## src/rtl/srec_pkg.sv

```systemverilog
// Shared constants for the S-record loader: FSM state encodings, error codes,
// ASCII control characters and record-type helpers.
package srec_pkg;

  // FSM state encodings
  localparam logic [3:0] StIdle  = 4'd0;
  localparam logic [3:0] StType  = 4'd1;
  localparam logic [3:0] StCntHi = 4'd2;
  localparam logic [3:0] StCntLo = 4'd3;
  localparam logic [3:0] StAddr  = 4'd4;
  localparam logic [3:0] StData  = 4'd5;
  localparam logic [3:0] StCsum  = 4'd6;
  localparam logic [3:0] StEol   = 4'd7;
  localparam logic [3:0] StWr    = 4'd8;
  localparam logic [3:0] StDone  = 4'd9;
  localparam logic [3:0] StErr   = 4'd10;

  // err_code values
  localparam logic [2:0] ErrNone = 3'd0;
  localparam logic [2:0] ErrHex  = 3'd1;
  localparam logic [2:0] ErrType = 3'd2;
  localparam logic [2:0] ErrLen  = 3'd3;
  localparam logic [2:0] ErrCsum = 3'd4;
  localparam logic [2:0] ErrEol  = 3'd5;

  localparam logic [7:0] ChCr = 8'h0D;
  localparam logic [7:0] ChLf = 8'h0A;
  localparam logic [7:0] ChSp = 8'h20;
  localparam logic [7:0] ChS  = 8'h53;

  // Address field length in bytes for a record type
  function automatic logic [2:0] addr_len(input logic [3:0] t);
    case (t)
      4'd2, 4'd6, 4'd8: addr_len = 3'd3;
      4'd3, 4'd7:       addr_len = 3'd4;
      default:          addr_len = 3'd2;
    endcase
  endfunction

  function automatic logic is_data_rec(input logic [3:0] t);
    is_data_rec = (t >= 4'd1) && (t <= 4'd3);
  endfunction

  function automatic logic is_term_rec(input logic [3:0] t);
    is_term_rec = (t >= 4'd7) && (t <= 4'd9);
  endfunction

endpackage

```

## src/rtl/srec_loader_if.sv

```systemverilog
// Character-stream and memory-write bus of the S-record loader.
//  char_in/char_valid/char_ready : ASCII input stream (transfer = valid & ready)
//  mem_addr/mem_data/mem_wr      : byte write request, held until mem_wr_ready
// master = the loader, slave = the character source and memory.
interface srec_loader_if #(
  parameter int unsigned ADDR_W = 32
) ();
  logic [7:0]        char_in;
  logic              char_valid;
  logic              char_ready;
  logic [ADDR_W-1:0] mem_addr;
  logic [7:0]        mem_data;
  logic              mem_wr;
  logic              mem_wr_ready;

  modport master (
    input  char_in, char_valid, mem_wr_ready,
    output char_ready, mem_addr, mem_data, mem_wr
  );

  modport slave (
    output char_in, char_valid, mem_wr_ready,
    input  char_ready, mem_addr, mem_data, mem_wr
  );
endinterface

```

## src/rtl/srec_hex_decode.sv

```systemverilog
// Combinational ASCII-to-nibble decoder.
//  ch     : ASCII character
//  nib    : nibble value (0 when not hex)
//  is_hex : ch is one of 0-9, A-F, a-f
module srec_hex_decode (
  input  logic [7:0] ch,
  output logic [3:0] nib,
  output logic       is_hex
);
  always_comb begin
    nib    = 4'd0;
    is_hex = 1'b0;
    if (ch >= 8'h30 && ch <= 8'h39) begin
      nib    = ch[3:0];
      is_hex = 1'b1;
    end else if ((ch >= 8'h41 && ch <= 8'h46) || (ch >= 8'h61 && ch <= 8'h66)) begin
      // 'A'/'a' have low nibble 1, so +9 yields 10
      nib    = ch[3:0] + 4'd9;
      is_hex = 1'b1;
    end
  end
endmodule

```

## src/rtl/srec_loader.sv

```systemverilog
// Motorola S-record loader: parses an ASCII stream, writes S1/S2/S3 data bytes
// to memory, verifies record checksums and captures the S7/S8/S9 entry address.
//  clk, rst   : clock, synchronous active-high reset
//  bus        : character input and memory write port (master side)
//  busy       : a record is being parsed (TYPE..EOL, including WR)
//  done/err   : sticky completion / fault flags; err_code holds the first fault
//  entry_addr : address from the termination record
//  rec_count  : data records accepted with a good checksum (saturating)
// ADDR_W must not exceed 32 (record addresses are at most 4 bytes).
module srec_loader
  import srec_pkg::*;
#(
  parameter int unsigned ADDR_W   = 32,
  parameter int unsigned MAX_DATA = 255,
  parameter int unsigned ALLOW_S0 = 1
) (
  input  logic              clk,
  input  logic              rst,
  srec_loader_if.master     bus,
  output logic              busy,
  output logic              done,
  output logic              err,
  output logic [2:0]        err_code,
  output logic [ADDR_W-1:0] entry_addr,
  output logic [15:0]       rec_count
);
  logic [3:0]        state_q, state_d, type_q, type_d, nib_hi_q, nib_hi_d, nib;
  logic              hi_q, hi_d, is_hex, xfer, is_eol, fault;
  logic [7:0]        cnt_q, cnt_d, left_q, left_d, sum_q, sum_d, byte_val, sum_nxt, dlen;
  logic [7:0]        mem_data_q, mem_data_d;
  logic [2:0]        alen_q, alen_d, err_code_q, err_code_d, fault_code;
  logic [31:0]       rec_addr_q, rec_addr_d;
  logic [ADDR_W-1:0] offset_q, offset_d, mem_addr_q, mem_addr_d, entry_q, entry_d;
  logic              mem_wr_q, mem_wr_d, done_q, done_d, err_q, err_d;
  logic [15:0]       rec_count_q, rec_count_d;

  srec_hex_decode u_hex (
    .ch     (bus.char_in),
    .nib    (nib),
    .is_hex (is_hex)
  );

  assign xfer     = bus.char_valid & bus.char_ready;
  assign is_eol   = (bus.char_in == ChCr) || (bus.char_in == ChLf);
  assign byte_val = {nib_hi_q, nib};
  assign sum_nxt  = sum_q + byte_val;
  assign dlen     = cnt_q - {5'd0, alen_q} - 8'd1;

  always_comb begin
    state_d     = state_q;     hi_d        = hi_q;        nib_hi_d   = nib_hi_q;
    type_d      = type_q;      cnt_d       = cnt_q;       alen_d     = alen_q;
    left_d      = left_q;      rec_addr_d  = rec_addr_q;  offset_d   = offset_q;
    sum_d       = sum_q;       mem_addr_d  = mem_addr_q;  mem_data_d = mem_data_q;
    mem_wr_d    = mem_wr_q;    done_d      = done_q;      err_d      = err_q;
    err_code_d  = err_code_q;  entry_d     = entry_q;     rec_count_d = rec_count_q;
    fault       = 1'b0;
    fault_code  = ErrNone;

    if (state_q == StWr) begin
      if (bus.mem_wr_ready) begin
        mem_wr_d = 1'b0;
        offset_d = offset_q + {{(ADDR_W-1){1'b0}}, 1'b1};
        state_d  = (left_q == 8'd0) ? StCsum : StData;
      end
    end else if (xfer) begin
      case (state_q)
        StIdle: begin
          if (bus.char_in == ChS) begin
            state_d    = StType;
            sum_d      = 8'd0;
            hi_d       = 1'b0;
            offset_d   = '0;
            rec_addr_d = 32'd0;
          end else if (!is_eol && bus.char_in != ChSp) begin
            fault = 1'b1; fault_code = ErrHex;
          end
        end
        StType: begin
          if (is_eol) begin
            fault = 1'b1; fault_code = ErrEol;
          end else if (bus.char_in < 8'h30 || bus.char_in > 8'h39 || bus.char_in == 8'h34 ||
                       (bus.char_in == 8'h30 && ALLOW_S0 == 0)) begin
            fault = 1'b1; fault_code = ErrType;
          end else begin
            type_d  = bus.char_in[3:0];
            alen_d  = addr_len(bus.char_in[3:0]);
            state_d = StCntHi;
          end
        end
        StCntHi, StCntLo, StAddr, StData, StCsum: begin
          if (is_eol) begin
            fault = 1'b1; fault_code = ErrEol;
          end else if (!is_hex) begin
            fault = 1'b1; fault_code = ErrHex;
          end else if (state_q == StCntHi) begin
            nib_hi_d = nib;
            state_d  = StCntLo;
          end else if (state_q == StCntLo) begin
            cnt_d  = byte_val;
            sum_d  = sum_nxt;
            left_d = {5'd0, alen_q};
            if (byte_val < ({5'd0, alen_q} + 8'd1) || 32'(byte_val) > MAX_DATA) begin
              fault = 1'b1; fault_code = ErrLen;
            end else begin
              state_d = StAddr;
            end
          end else if (!hi_q) begin
            nib_hi_d = nib;
            hi_d     = 1'b1;
          end else begin
            hi_d  = 1'b0;
            sum_d = sum_nxt;
            if (state_q == StAddr) begin
              rec_addr_d = {rec_addr_q[23:0], byte_val};
              left_d     = left_q - 8'd1;
              if (left_q == 8'd1) begin
                left_d  = dlen;
                state_d = (dlen == 8'd0) ? StCsum : StData;
              end
            end else if (state_q == StData) begin
              left_d = left_q - 8'd1;
              if (is_data_rec(type_q)) begin
                mem_addr_d = rec_addr_q[ADDR_W-1:0] + offset_q;
                mem_data_d = byte_val;
                mem_wr_d   = 1'b1;
                state_d    = StWr;
              end else if (left_q == 8'd1) begin
                state_d = StCsum;
              end
            end else if (sum_nxt != 8'hFF) begin
              fault = 1'b1; fault_code = ErrCsum;
            end else if (is_term_rec(type_q)) begin
              entry_d = rec_addr_q[ADDR_W-1:0];
              done_d  = 1'b1;
              state_d = StDone;
            end else begin
              if (is_data_rec(type_q) && rec_count_q != 16'hFFFF) begin
                rec_count_d = rec_count_q + 16'd1;
              end
              state_d = StEol;
            end
          end
        end
        StEol: begin
          if (bus.char_in == ChLf) begin
            state_d = StIdle;
          end else if (bus.char_in != ChCr) begin
            fault = 1'b1; fault_code = ErrEol;
          end
        end
        default: ;  // StDone / StErr drain input
      endcase
    end

    if (fault) begin
      state_d = StErr;
      err_d   = 1'b1;
      if (!err_q) err_code_d = fault_code;
    end
  end

  always_ff @(posedge clk) begin
    if (rst) begin
      state_q <= StIdle;  hi_q <= 1'b0;   nib_hi_q <= 4'd0;  type_q <= 4'd0;
      cnt_q <= 8'd0;      alen_q <= 3'd0; left_q <= 8'd0;    rec_addr_q <= 32'd0;
      offset_q <= '0;     sum_q <= 8'd0;  mem_addr_q <= '0;  mem_data_q <= 8'd0;
      mem_wr_q <= 1'b0;   done_q <= 1'b0; err_q <= 1'b0;     err_code_q <= ErrNone;
      entry_q <= '0;      rec_count_q <= 16'd0;
    end else begin
      state_q <= state_d;    hi_q <= hi_d;      nib_hi_q <= nib_hi_d;  type_q <= type_d;
      cnt_q <= cnt_d;        alen_q <= alen_d;  left_q <= left_d;      rec_addr_q <= rec_addr_d;
      offset_q <= offset_d;  sum_q <= sum_d;    mem_addr_q <= mem_addr_d;
      mem_data_q <= mem_data_d;  mem_wr_q <= mem_wr_d;  done_q <= done_d;  err_q <= err_d;
      err_code_q <= err_code_d;  entry_q <= entry_d;    rec_count_q <= rec_count_d;
    end
  end

  assign bus.char_ready = (state_q != StWr);
  assign bus.mem_addr   = mem_addr_q;
  assign bus.mem_data   = mem_data_q;
  assign bus.mem_wr     = mem_wr_q;
  assign busy           = ((state_q >= StType) && (state_q <= StEol)) || (state_q == StWr);
  assign done           = done_q;
  assign err            = err_q;
  assign err_code       = err_code_q;
  assign entry_addr     = entry_q;
  assign rec_count      = rec_count_q;
endmodule
```

## src/flat_wrapper.sv

```systemverilog
// flat-port wrapper written by rule: the top's interface ports become plain ports
module srec_loader_flat import srec_pkg::*;
#(
  parameter int unsigned ADDR_W   = 32,
  parameter int unsigned MAX_DATA = 255,
  parameter int unsigned ALLOW_S0 = 1
)
  (clk, rst, busy, done, err, err_code, entry_addr, rec_count, bus_char_in, bus_char_valid, bus_mem_wr_ready, bus_char_ready, bus_mem_addr, bus_mem_data, bus_mem_wr);
  srec_loader_if #(.ADDR_W(ADDR_W)) bus_i ();
  input  logic clk;
  input  logic rst;
  output logic busy;
  output logic done;
  output logic err;
  output logic [2:0] err_code;
  output logic [ADDR_W-1:0] entry_addr;
  output logic [15:0] rec_count;
  input wire logic [$bits(bus_i.char_in)-1:0] bus_char_in;
  input wire logic [$bits(bus_i.char_valid)-1:0] bus_char_valid;
  input wire logic [$bits(bus_i.mem_wr_ready)-1:0] bus_mem_wr_ready;
  output wire logic [$bits(bus_i.char_ready)-1:0] bus_char_ready;
  output wire logic [$bits(bus_i.mem_addr)-1:0] bus_mem_addr;
  output wire logic [$bits(bus_i.mem_data)-1:0] bus_mem_data;
  output wire logic [$bits(bus_i.mem_wr)-1:0] bus_mem_wr;
  assign bus_i.char_in = bus_char_in;
  assign bus_i.char_valid = bus_char_valid;
  assign bus_i.mem_wr_ready = bus_mem_wr_ready;
  assign bus_char_ready = bus_i.char_ready;
  assign bus_mem_addr = bus_i.mem_addr;
  assign bus_mem_data = bus_i.mem_data;
  assign bus_mem_wr = bus_i.mem_wr;
  srec_loader #(.ADDR_W(ADDR_W), .MAX_DATA(MAX_DATA), .ALLOW_S0(ALLOW_S0)) u_core (.clk(clk), .rst(rst), .bus(bus_i), .busy(busy), .done(done), .err(err), .err_code(err_code), .entry_addr(entry_addr), .rec_count(rec_count));
endmodule
```

## config.mk

```make
export PLATFORM = sky130hd
export DESIGN_NAME = srec_loader_flat
export DESIGN_NICKNAME = d
export VERILOG_FILES = /design/src/rtl/srec_pkg.sv /design/src/rtl/srec_loader_if.sv /design/src/rtl/srec_hex_decode.sv /design/src/rtl/srec_loader.sv /design/src/flat_wrapper.sv
export SDC_FILE = /design/constraint.sdc
export NUM_CORES = 1
export LEC_CHECK = 0
export BUFFER_PORTS_ARGS = -buffer_cell sky130_fd_sc_hd__buf_2
export CAP_MARGIN = 20
export CORE_MARGIN = 2
export CORE_UTILIZATION = 25
export DETAILED_ROUTE_END_ITERATION = 7
export GPL_ROUTABILITY_DRIVEN = 0
export GPL_TIMING_DRIVEN = 0
export PLACE_DENSITY = 0.37
export SLEW_MARGIN = 20
export SYNTH_ARGS = -nofsm -noshare
export SYNTH_HDL_FRONTEND = slang
export SYNTH_SLANG_ARGS = --single-unit
```

## constraint.sdc

```tcl
create_clock -name clk -period 9.4 [get_ports clk]
set_input_delay 0.47 -clock clk [delete_from_list [all_inputs] [get_ports clk]]
set_output_delay 0.47 -clock clk [all_outputs]
set_load 0.01 [all_outputs]
```

==> results of run 1 <==
area by class of cell:
type | count | area (µm²)
Fill cell | 4539 | 29500
Multi-Input combinational cell | 1060 | 6270
Sequential cell | 198 | 3960
Tap cell | 539 | 674
Timing Repair Buffer | 105 | 526
Clock buffer | 18 | 439
Buffer | 65 | 279
Clock inverter | 14 | 161
Inverter | 30 | 113
power by group through the flow:
stage | Clock, mW | Sequential (mW) | Combinational, mW
after CTS | 0.809 | 0.861 | 0.320
after detailed placement | 0 | 0.881 | 0.319
final | 0.780 | 0.861 | 0.319
after global routing | 0.843 | 0.862 | 0.352
after global placement | 0 | 0.881 | 0.321
after floorplan | 0 | 0.880 | 0.211
state kept, by name, indices dropped and copies added (netlist names), 4 cells and up:
register	cells
u_core.bus.mem_addr	32
u_core.bus.mem_data	8
u_core.cnt_q	8
u_core.entry_addr	32
u_core.left_q	8
u_core.nib_hi_q	4
u_core.offset_q	32
u_core.rec_addr_q	32
u_core.rec_count	16
u_core.state_q	4
u_core.sum_q	8
u_core.type_q	4
synthesized netlist by cell type (4+ instances only):
master | number | area (µm²)
sky130_fd_sc_hd__a2111oi_0 | 5 | 43.8
sky130_fd_sc_hd__a211o_1 | 4 | 35.0
sky130_fd_sc_hd__a211oi_1 | 18 | 135
sky130_fd_sc_hd__a21o_1 | 17 | 128
sky130_fd_sc_hd__a21oi_1 | 176 | 881
sky130_fd_sc_hd__a311oi_1 | 5 | 43.8
sky130_fd_sc_hd__a31oi_1 | 9 | 56.3
sky130_fd_sc_hd__and2_1 | 5 | 31.3
sky130_fd_sc_hd__and3_1 | 15 | 93.8
sky130_fd_sc_hd__buf_2 | 5 | 25.0
sky130_fd_sc_hd__clkbuf_1 | 54 | 203
sky130_fd_sc_hd__dfxtp_1 | 198 | 3960
sky130_fd_sc_hd__ha_1 | 53 | 663
sky130_fd_sc_hd__inv_1 | 30 | 113
sky130_fd_sc_hd__mux2i_1 | 11 | 110
sky130_fd_sc_hd__nand2_1 | 244 | 916
sky130_fd_sc_hd__nand2b_1 | 6 | 37.5
sky130_fd_sc_hd__nand3_1 | 68 | 340
sky130_fd_sc_hd__nand4_1 | 17 | 106
sky130_fd_sc_hd__nor2_1 | 134 | 503
sky130_fd_sc_hd__nor2b_1 | 13 | 81.3
sky130_fd_sc_hd__nor3_1 | 22 | 110
sky130_fd_sc_hd__nor3b_1 | 5 | 37.5
sky130_fd_sc_hd__nor4_1 | 5 | 31.3
sky130_fd_sc_hd__o21a_1 | 7 | 52.6
sky130_fd_sc_hd__o21ai_0 | 40 | 200
sky130_fd_sc_hd__o21bai_1 | 7 | 52.6
sky130_fd_sc_hd__o31ai_1 | 5 | 37.5
sky130_fd_sc_hd__or3_1 | 10 | 62.6
sky130_fd_sc_hd__xnor2_1 | 36 | 315
sky130_fd_sc_hd__xor2_1 | 50 | 438
per-layer routing:
layer  share of wire  routed length (µm)  global-route usage  vias to the layer above
met5               0                   0                   0                        -
met4           0.012                 476              0.0506                        0
met3           0.034                1300              0.0314                       28
met2            0.44               16900               0.279                      159
met1            0.51               19600               0.254                     4689
li1                -                   -                   -                     5001
worst reg2reg max path, stage by stage (launching register included):
cell and delay [ps]:
sky130_fd_sc_hd__dfxtp_1 320, sky130_fd_sc_hd__ha_1 250, sky130_fd_sc_hd__fa_1 410, sky130_fd_sc_hd__a21o_1 190, sky130_fd_sc_hd__a311o_1 350, sky130_fd_sc_hd__a21oi_1 180, sky130_fd_sc_hd__xnor2_1 270, sky130_fd_sc_hd__nand2b_4 130
sky130_fd_sc_hd__nor4b_2 820, sky130_fd_sc_hd__clkbuf_1 540, sky130_fd_sc_hd__nand2_1 160, sky130_fd_sc_hd__a21oi_1 160
metrics by stage:
| stage | hold WS, ps | setup WS (ps) |
|---|---|---|
| floorplan | 436 | 5160 |
| global placement | 437 | 3430 |
| detailed placement | 443 | 3460 |
| CTS | 203 | 3990 |
| global route | 246 | 3570 |
| finish | 243 | 4070 |
kinds of logic (layout without fill, tap and decap cells):
| group | Yosys count | in the layout | synth area share |
|---|---|---|---|
| and+or+nand+nor | 574 | 574 | 0.249 |
| AOI/OAI and AO/OA | 330 | 330 | 0.187 |
| DFF | 198 | 198 | 0.373 |
| buffers and inverters | 95 | 232 | 0.0369 |
| xor gates and xnor gates | 87 | 87 | 0.0731 |
| adders and majority gates | 57 | 57 | 0.0690 |
| muxes | 12 | 12 | 0.0114 |
path summary, 6_finish.rpt:
| kind | startpoint | to | slack (ps) |
|---|---|---|---|
| worst max-delay path | bus_char_in[0] | u_core.entry_addr[16] | 4070 |
| worst min-delay path | bus_mem_wr_ready | u_core.bus.mem_wr | 240 |
| worst max register to register | u_core.sum_q[0] | u_core.entry_addr[16] | 5550 |
| worst min register to register | u_core.entry_addr[30] | u_core.entry_addr[30] | 450 |
==> PnR_summary.wiki, run 1 <==
{| class="wikitable"
! Metric !! Value
|-
| Top library cells by usage in the layout, fill and taps aside || 244 x sky130_fd_sc_hd__nand2_1, 198 x sky130_fd_sc_hd__dfxtp_1, 176 x sky130_fd_sc_hd__a21oi_1, 134 x sky130_fd_sc_hd__nor2_1, 110 x sky130_fd_sc_hd__buf_2
|-
| Number of global-route vias before repair || between 9,000 and 10,000
|-
| Pin count of the biggest net entering global routing || 20
|-
| Skew-Pair Late Insertion Delay || between 400 and 500 ps
|-
| Tot Pwr || 1.96 mW
|-
| Slew of the pin with the lowest slew margin || 972 ps
|-
| Critical-path cell with the highest stage delay || sky130_fd_sc_hd__nor4b_2
|-
| Post-layout utilization of the core || 0.296
|-
| Number of endpoints failing setup at the final stage || 0
|-
| Highest Clock Rate || between 150 and 200 MHz
|-
| Synthesized instance count || approximately 1,400
|-
| RSZ-0062 raised after global routing || false
|-
| Result of the run || finished clean
|-
| Startpoint Class || input port
|-
| Final slew viol count || 0
|-
| Portion of the post-synthesis area used by sequential elements || 0.373
|-
| Die H || ~210 µm
|-
| Highest ir drop seen on vdd || 0.108 mV
|-
| Final layout net count || 1,545
|-
| Hold/Removal Path Class || input port to register
|-
| Post-CTS sizing || 0
|-
| Number of antenna diodes || 0
|-
| Non-filler cells in the finished layout || ~2,000
|-
| Kind of cell adding the most delay to the critical path || simple AND/OR/NAND/NOR gates
|-
| Vias per cell || about 4.9
|-
| Clock edge transition at the registers on the reported setup and hold paths || approximately 80 ps
|-
| Horizontal extent of the die || 210 µm
|-
| Area of the placeable core || between 40,000 and 50,000 µm²
|-
| Switching part of the total || 0.320
|-
| Post-Route WL || 38,400 µm
|-
| Post-CTS repair timing setup buffer count || 0
|-
| Clock buffer count from CTS || 17
|-
| Worst r2r path cells || 11
|-
| Dpl cells || 1,997
|-
| Ys async rst share || 0
|-
| Layout Skew || about 13 ps
|-
| Number of buffer cells added on primary ports || ~110
|-
| Arrival time reported for the critical path endpoint || 5740 ps
|-
| Count of hold buffers inserted by post-cts repair || 0
|-
| Sinks on the clock net || between 150 and 200
|-
| Synthesis-stage register bit count || just under 200
|-
| Crit end category || register
|-
| Vias || between 9,000 and 10,000
|-
| Sequential power share || 0.439
|-
| Worst Path Class, Setup || input port to register
|-
| Final routed DRC violation total || 0
|-
| Area Growth Syn to Fin || 17.0%
|-
| DR iter-0 viols || about 640
|-
| Final critical delay including setup and external delays || roughly 5300 ps
|-
| Worst stage delay on the critical path || 860 ps
|-
| Synth Flop Type || sky130_fd_sc_hd__dfxtp_1
|-
| Yosys Warn Count || 0
|-
| GRT Overall Usage || 0.179
|-
| Antenna Nets Post-Route || 0
|-
| Die Area || approximately 44,000 µm²
|-
| Clock power share || 0.398
|-
| I/O pins || around 110
|-
| Remaining Overflow, GRT || 0
|-
| Maximum level of the CTS H-tree || 4
|-
| Instance area after placement || 11,800 µm²
|-
| P_sw || roughly 0.63 mW
|-
| P_leak || about 5 nW
|-
| Maximum Capacitance Violations || 0
|-
| Number of antenna violations at the first check in global routing || 0
|-
| Post-Synthesis Cell Area || about 11,000 µm²
|-
| Most frequent standard cell in the layout excluding fill and tap cells || sky130_fd_sc_hd__nand2_1
|-
| Number of cells on the critical path || 18
|-
| Combinational share of power || 0.163
|-
| Avg Cell Area, Syn || between 7 and 8 µm²
|-
| Number of distinct standard cells referenced by the synthesized netlist || just over 80
|-
| CP Cell Sequence || buf_2, inv_1, ha_1, inv_1, o311ai_1, a31oi_1, nor2_1, nor2_1, ha_1, a211oi_2, o21bai_1, a2111o_1, o21ai_2, xnor3_2, nor4b_2, clkbuf_1, nand2_1, a21oi_1
|-
| Hold Fails Final Rpt || 0
|-
| Tightest slew margin relative to the limit || 0.347
|-
| First-pass GRT wire length || between 50,000 and 60,000 µm
|-
| Cell area after layout || 12,400 µm²
|-
| Clk Tree Root Cell || sky130_fd_sc_hd__clkbuf_16
|-
| Length of the first detailed-routing pass in iterations || 5
|-
| Number of nets produced by synthesis || roughly 1,400
|-
| Initial standard-cell utilization of the core || 0.253
|-
| Final worst path period share || 0.567
|-
| Final-layout setup total negative slack || 0 ps
|-
| Clock tree from TritonCTS || yes
|-
| Buffer depth of the longest clock path || 2
|-
| Number of enable-type register cells in the synthesized netlist || 0
|-
| Number of cells traversed by the worst hold path || 2
|-
| Critical path peak fanout || 10
|-
| Worst path bufs/invs || 4
|-
| Power density over the cells || between 150 and 200 nW/µm²
|-
| Row count || 75
|-
| Internal || 1.33 mW
|-
| Layout cell share with drive strength beyond 1 || 0.117
|-
| CP Data Required Time || a little under 10,000 ps
|-
| WL per Instance || 18.9 µm
|-
| Detailed placement HPWL || 29,200 µm
|}
No activity file was read; power rests on OpenSTA's default activity.
==> run 2, diff against run 1 <==
==> constraint.sdc (replaced) <==
create_clock -name clk -period 5.34 [get_ports clk]
set_input_delay 0.267 -clock clk [delete_from_list [all_inputs] [get_ports clk]]
set_output_delay 0.267 -clock clk [all_outputs]
set_load 0.01 [all_outputs]
==> PnR_summary.wiki, run 2 (synthesized netlist as in run 1, its figures left out) <==
{| class="wikitable"
! Metric !! Value
|-
| Result of the run || finished clean
|-
| Highest Clock Rate || between 200 and 250 MHz
|-
| Clock tree from TritonCTS || yes
|-
| Tightest slew margin relative to the limit || 0.355 (+0.00774)
|-
| Final slew viol count || 0 (unchanged)
|-
| Length of the first detailed-routing pass in iterations || 5 (unchanged)
|-
| Critical path peak fanout || 10 (unchanged)
|-
| Final worst hold slack || 187 ps (-55.3 ps)
|-
| Clk Tree Root Cell || sky130_fd_sc_hd__clkbuf_16
|-
| Die Area || 44,200 µm² (unchanged)
|-
| Antenna Nets Post-Route || 0 (unchanged)
|-
| Arrival time reported for the critical path endpoint || 5290 ps (-450 ps)
|-
| Number of buffer cells added on primary ports || 105 (unchanged)
|-
| P_leak || 4.93 nW (+0.51%)
|-
| Final critical delay including setup and external delays || a little under 5000 ps
|-
| Clock buffer count from CTS || 17 (unchanged)
|-
| CP Data Required Time || 5750 ps (-4060 ps)
|-
| Maximum Capacitance Violations || 0 (unchanged)
|-
| Post-Route WL || 38,300 µm (about the same)
|-
| WL per Instance || 18.9 µm (-0.14%)
|-
| Clock edge transition at the registers on the reported setup and hold paths || 70 ps (about the same)
|-
| Number of antenna violations at the first check in global routing || 0 (unchanged)
|-
| Met2 capacity usage during global routing || 0.280 (+0.000457)
|-
| Detailed placement HPWL || 29,200 µm (unchanged)
|-
| Power density over the cells || 277 nW/µm² (+76%)
|-
| Vias || 9,887 (+0.10%)
|-
| Layout Skew || 12.8 ps (+0.161 ps)
|-
| Final layout net count || 1,546 (+0.065%)
|-
| Startpoint Class || input port
|-
| Top library cells by usage in the layout, fill and taps aside || 244 x sky130_fd_sc_hd__nand2_1, 198 x sky130_fd_sc_hd__dfxtp_1, 176 x sky130_fd_sc_hd__a21oi_1, 133 x sky130_fd_sc_hd__nor2_1, 110 x sky130_fd_sc_hd__buf_2
|-
| Row count || 75 (unchanged)
|-
| First-pass GRT wire length || 59,500 µm (about the same)
|-
| Final worst path period share || 0.914
|-
| DR iter-0 viols || 592 (-7.1%)
|-
| Hold Fails Final Rpt || 0 (unchanged)
|-
| CP Cell Sequence || buf_2, inv_1, ha_1, o21bai_1, a21boi_2, mux2i_1, nor2_1, ha_1, a211oi_2, o21bai_1, a2111o_1, o21ai_2, xnor3_2, nor4b_4, clkbuf_1, nand2_1, a21oi_1
|-
| Sinks on the clock net || 198 (unchanged)
|-
| Layout cell share with drive strength beyond 1 || 0.118 (+0.000592)
|-
| Highest ir drop seen on vdd || 0.189 mV (+75%)
|-
| Worst stage delay on the critical path || 610 ps (-250 ps)
|-
| GRT Overall Usage || 0.180 (about the same)
|-
| I/O pins || 108 (unchanged)
|-
| Skew-Pair Late Insertion Delay || 490 ps (about the same)
|-
| Worst Path Class, Setup || input port to register
|-
| Number of antenna diodes || 0 (unchanged)
|-
| Critical-path cell with the highest stage delay || sky130_fd_sc_hd__mux2i_1
|-
| Die H || 210 µm (unchanged)
|-
| RSZ-0062 raised after global routing || false
|-
| Pin count of the biggest net entering global routing || 20 (unchanged)
|-
| Post-layout utilization of the core || 0.297 (+0.000507)
|-
| Final-layout setup total negative slack || 0 ps (unchanged)
|-
| Most frequent standard cell in the layout excluding fill and tap cells || sky130_fd_sc_hd__nand2_1
|-
| Number of global-route vias before repair || 9,698 (+0.10%)
|-
| Maximum level of the CTS H-tree || 4 (unchanged)
|-
| Area of the placeable core || 41,900 µm² (unchanged)
|-
| Busiest grt layer || met2
|-
| Initial standard-cell utilization of the core || 0.253 (unchanged)
|-
| Area Growth Syn to Fin || 17.2%
|-
| Slew of the pin with the lowest slew margin || 968 ps (-4.13 ps)
|-
| Final routed DRC violation total || 0 (unchanged)
|-
| Vias per cell || 4.87 (about the same)
|-
| Remaining Overflow, GRT || 0 (unchanged)
|-
| Crit end category || register
|-
| Horizontal extent of the die || 210 µm (unchanged)
|-
| Hold/Removal Path Class || input port to register
|-
| Global-route track usage on met1 || 0.254 (unchanged)
|-
| Number of endpoints failing setup at the final stage || 0 (unchanged)
|-
| Buffer depth of the longest clock path || 2 (unchanged)
|-
| GR Layer Usage met3 || 0.0314 (unchanged)
|}
## run 2: cell count changes in the layout (fill, tap and decap cells not counted), sizes merged
cell and change:
dlygate4sd3 +1
## run 2: power by group
| group | internal, mW | switching, mW | total, mW |
|---|---|---|---|
| clock network | 0.679 | 0.694 | 1.37 |
| registers | 1.50 | 0.0175 | 1.52 |
| logic | 0.169 | 0.390 | 0.559 |
## run 2: layer usage
layer  vias up  share of wire  wire length [µm]
met4         0          0.011               428
met1      4708           0.51             19700
li1       5005              -                 -
met2       149           0.44             17000
met3        25          0.031              1170
met5         -              0                 0
## run 2: per-stage QoR
| step | std cells | instance area [µm²] | total power, mW | worst slack [ps] |
|---|---|---|---|---|
| global route | 2030 | 12500 | 3.62 | 122 |
| detailed placement | 1997 | 11800 | 2.11 | -393 |
| CTS | 2030 | 12400 | 3.50 | 134 |
| global placement | 1997 | 11800 | 2.12 | -426 |
| floorplan | 1353 | 10600 | 1.92 | 1310 |
| finish | 2030 | 12500 | 3.45 | 458 |
## run 2: area by class of cell
| cell class | instances | area, µm² |
|---|---|---|
| Inverter | 30 | 113 |
| Clock buffer | 18 | 439 |
| Sequential cell | 198 | 3960 |
| Clock inverter | 14 | 161 |
| Multi-Input combinational cell | 1060 | 6280 |
| Buffer | 65 | 279 |
| Timing Repair Buffer | 106 | 536 |
| Tap cell | 539 | 674 |
| Fill cell | 4540 | 29500 |
## run 2: final timing paths
check,slack [ps],from,endpoint,cells after the start
setup / recovery,460,bus_char_in[0],u_core.entry_addr[20],17
hold / removal,190,bus_char_in[3],u_core.type_q[3],3
setup reg to reg,1740,u_core.sum_q[0],u_core.entry_addr[20],11
hold reg to reg,450,u_core.entry_addr[30],u_core.entry_addr[30],2
## run 2: timing repair
item / in CTS / in global routing
buffers inserted: 0 / 0
endpoints found under the hold margin: 1 / 0
resized for setup: 0 / 2
hold buffers: 1 / 0
setup endpoints to repair: 0 / 19
## run 2: critical path, delay by kind of cell
kind / cells / cell delay (ps)
muxes: 1 / 610
buffers and inverters: 3 / 810
and+or+nand+nor: 3 / 1110
adders and majority gates: 2 / 580
xor gates and xnor gates: 1 / 350
AOI/OAI and AO/OA: 7 / 1550
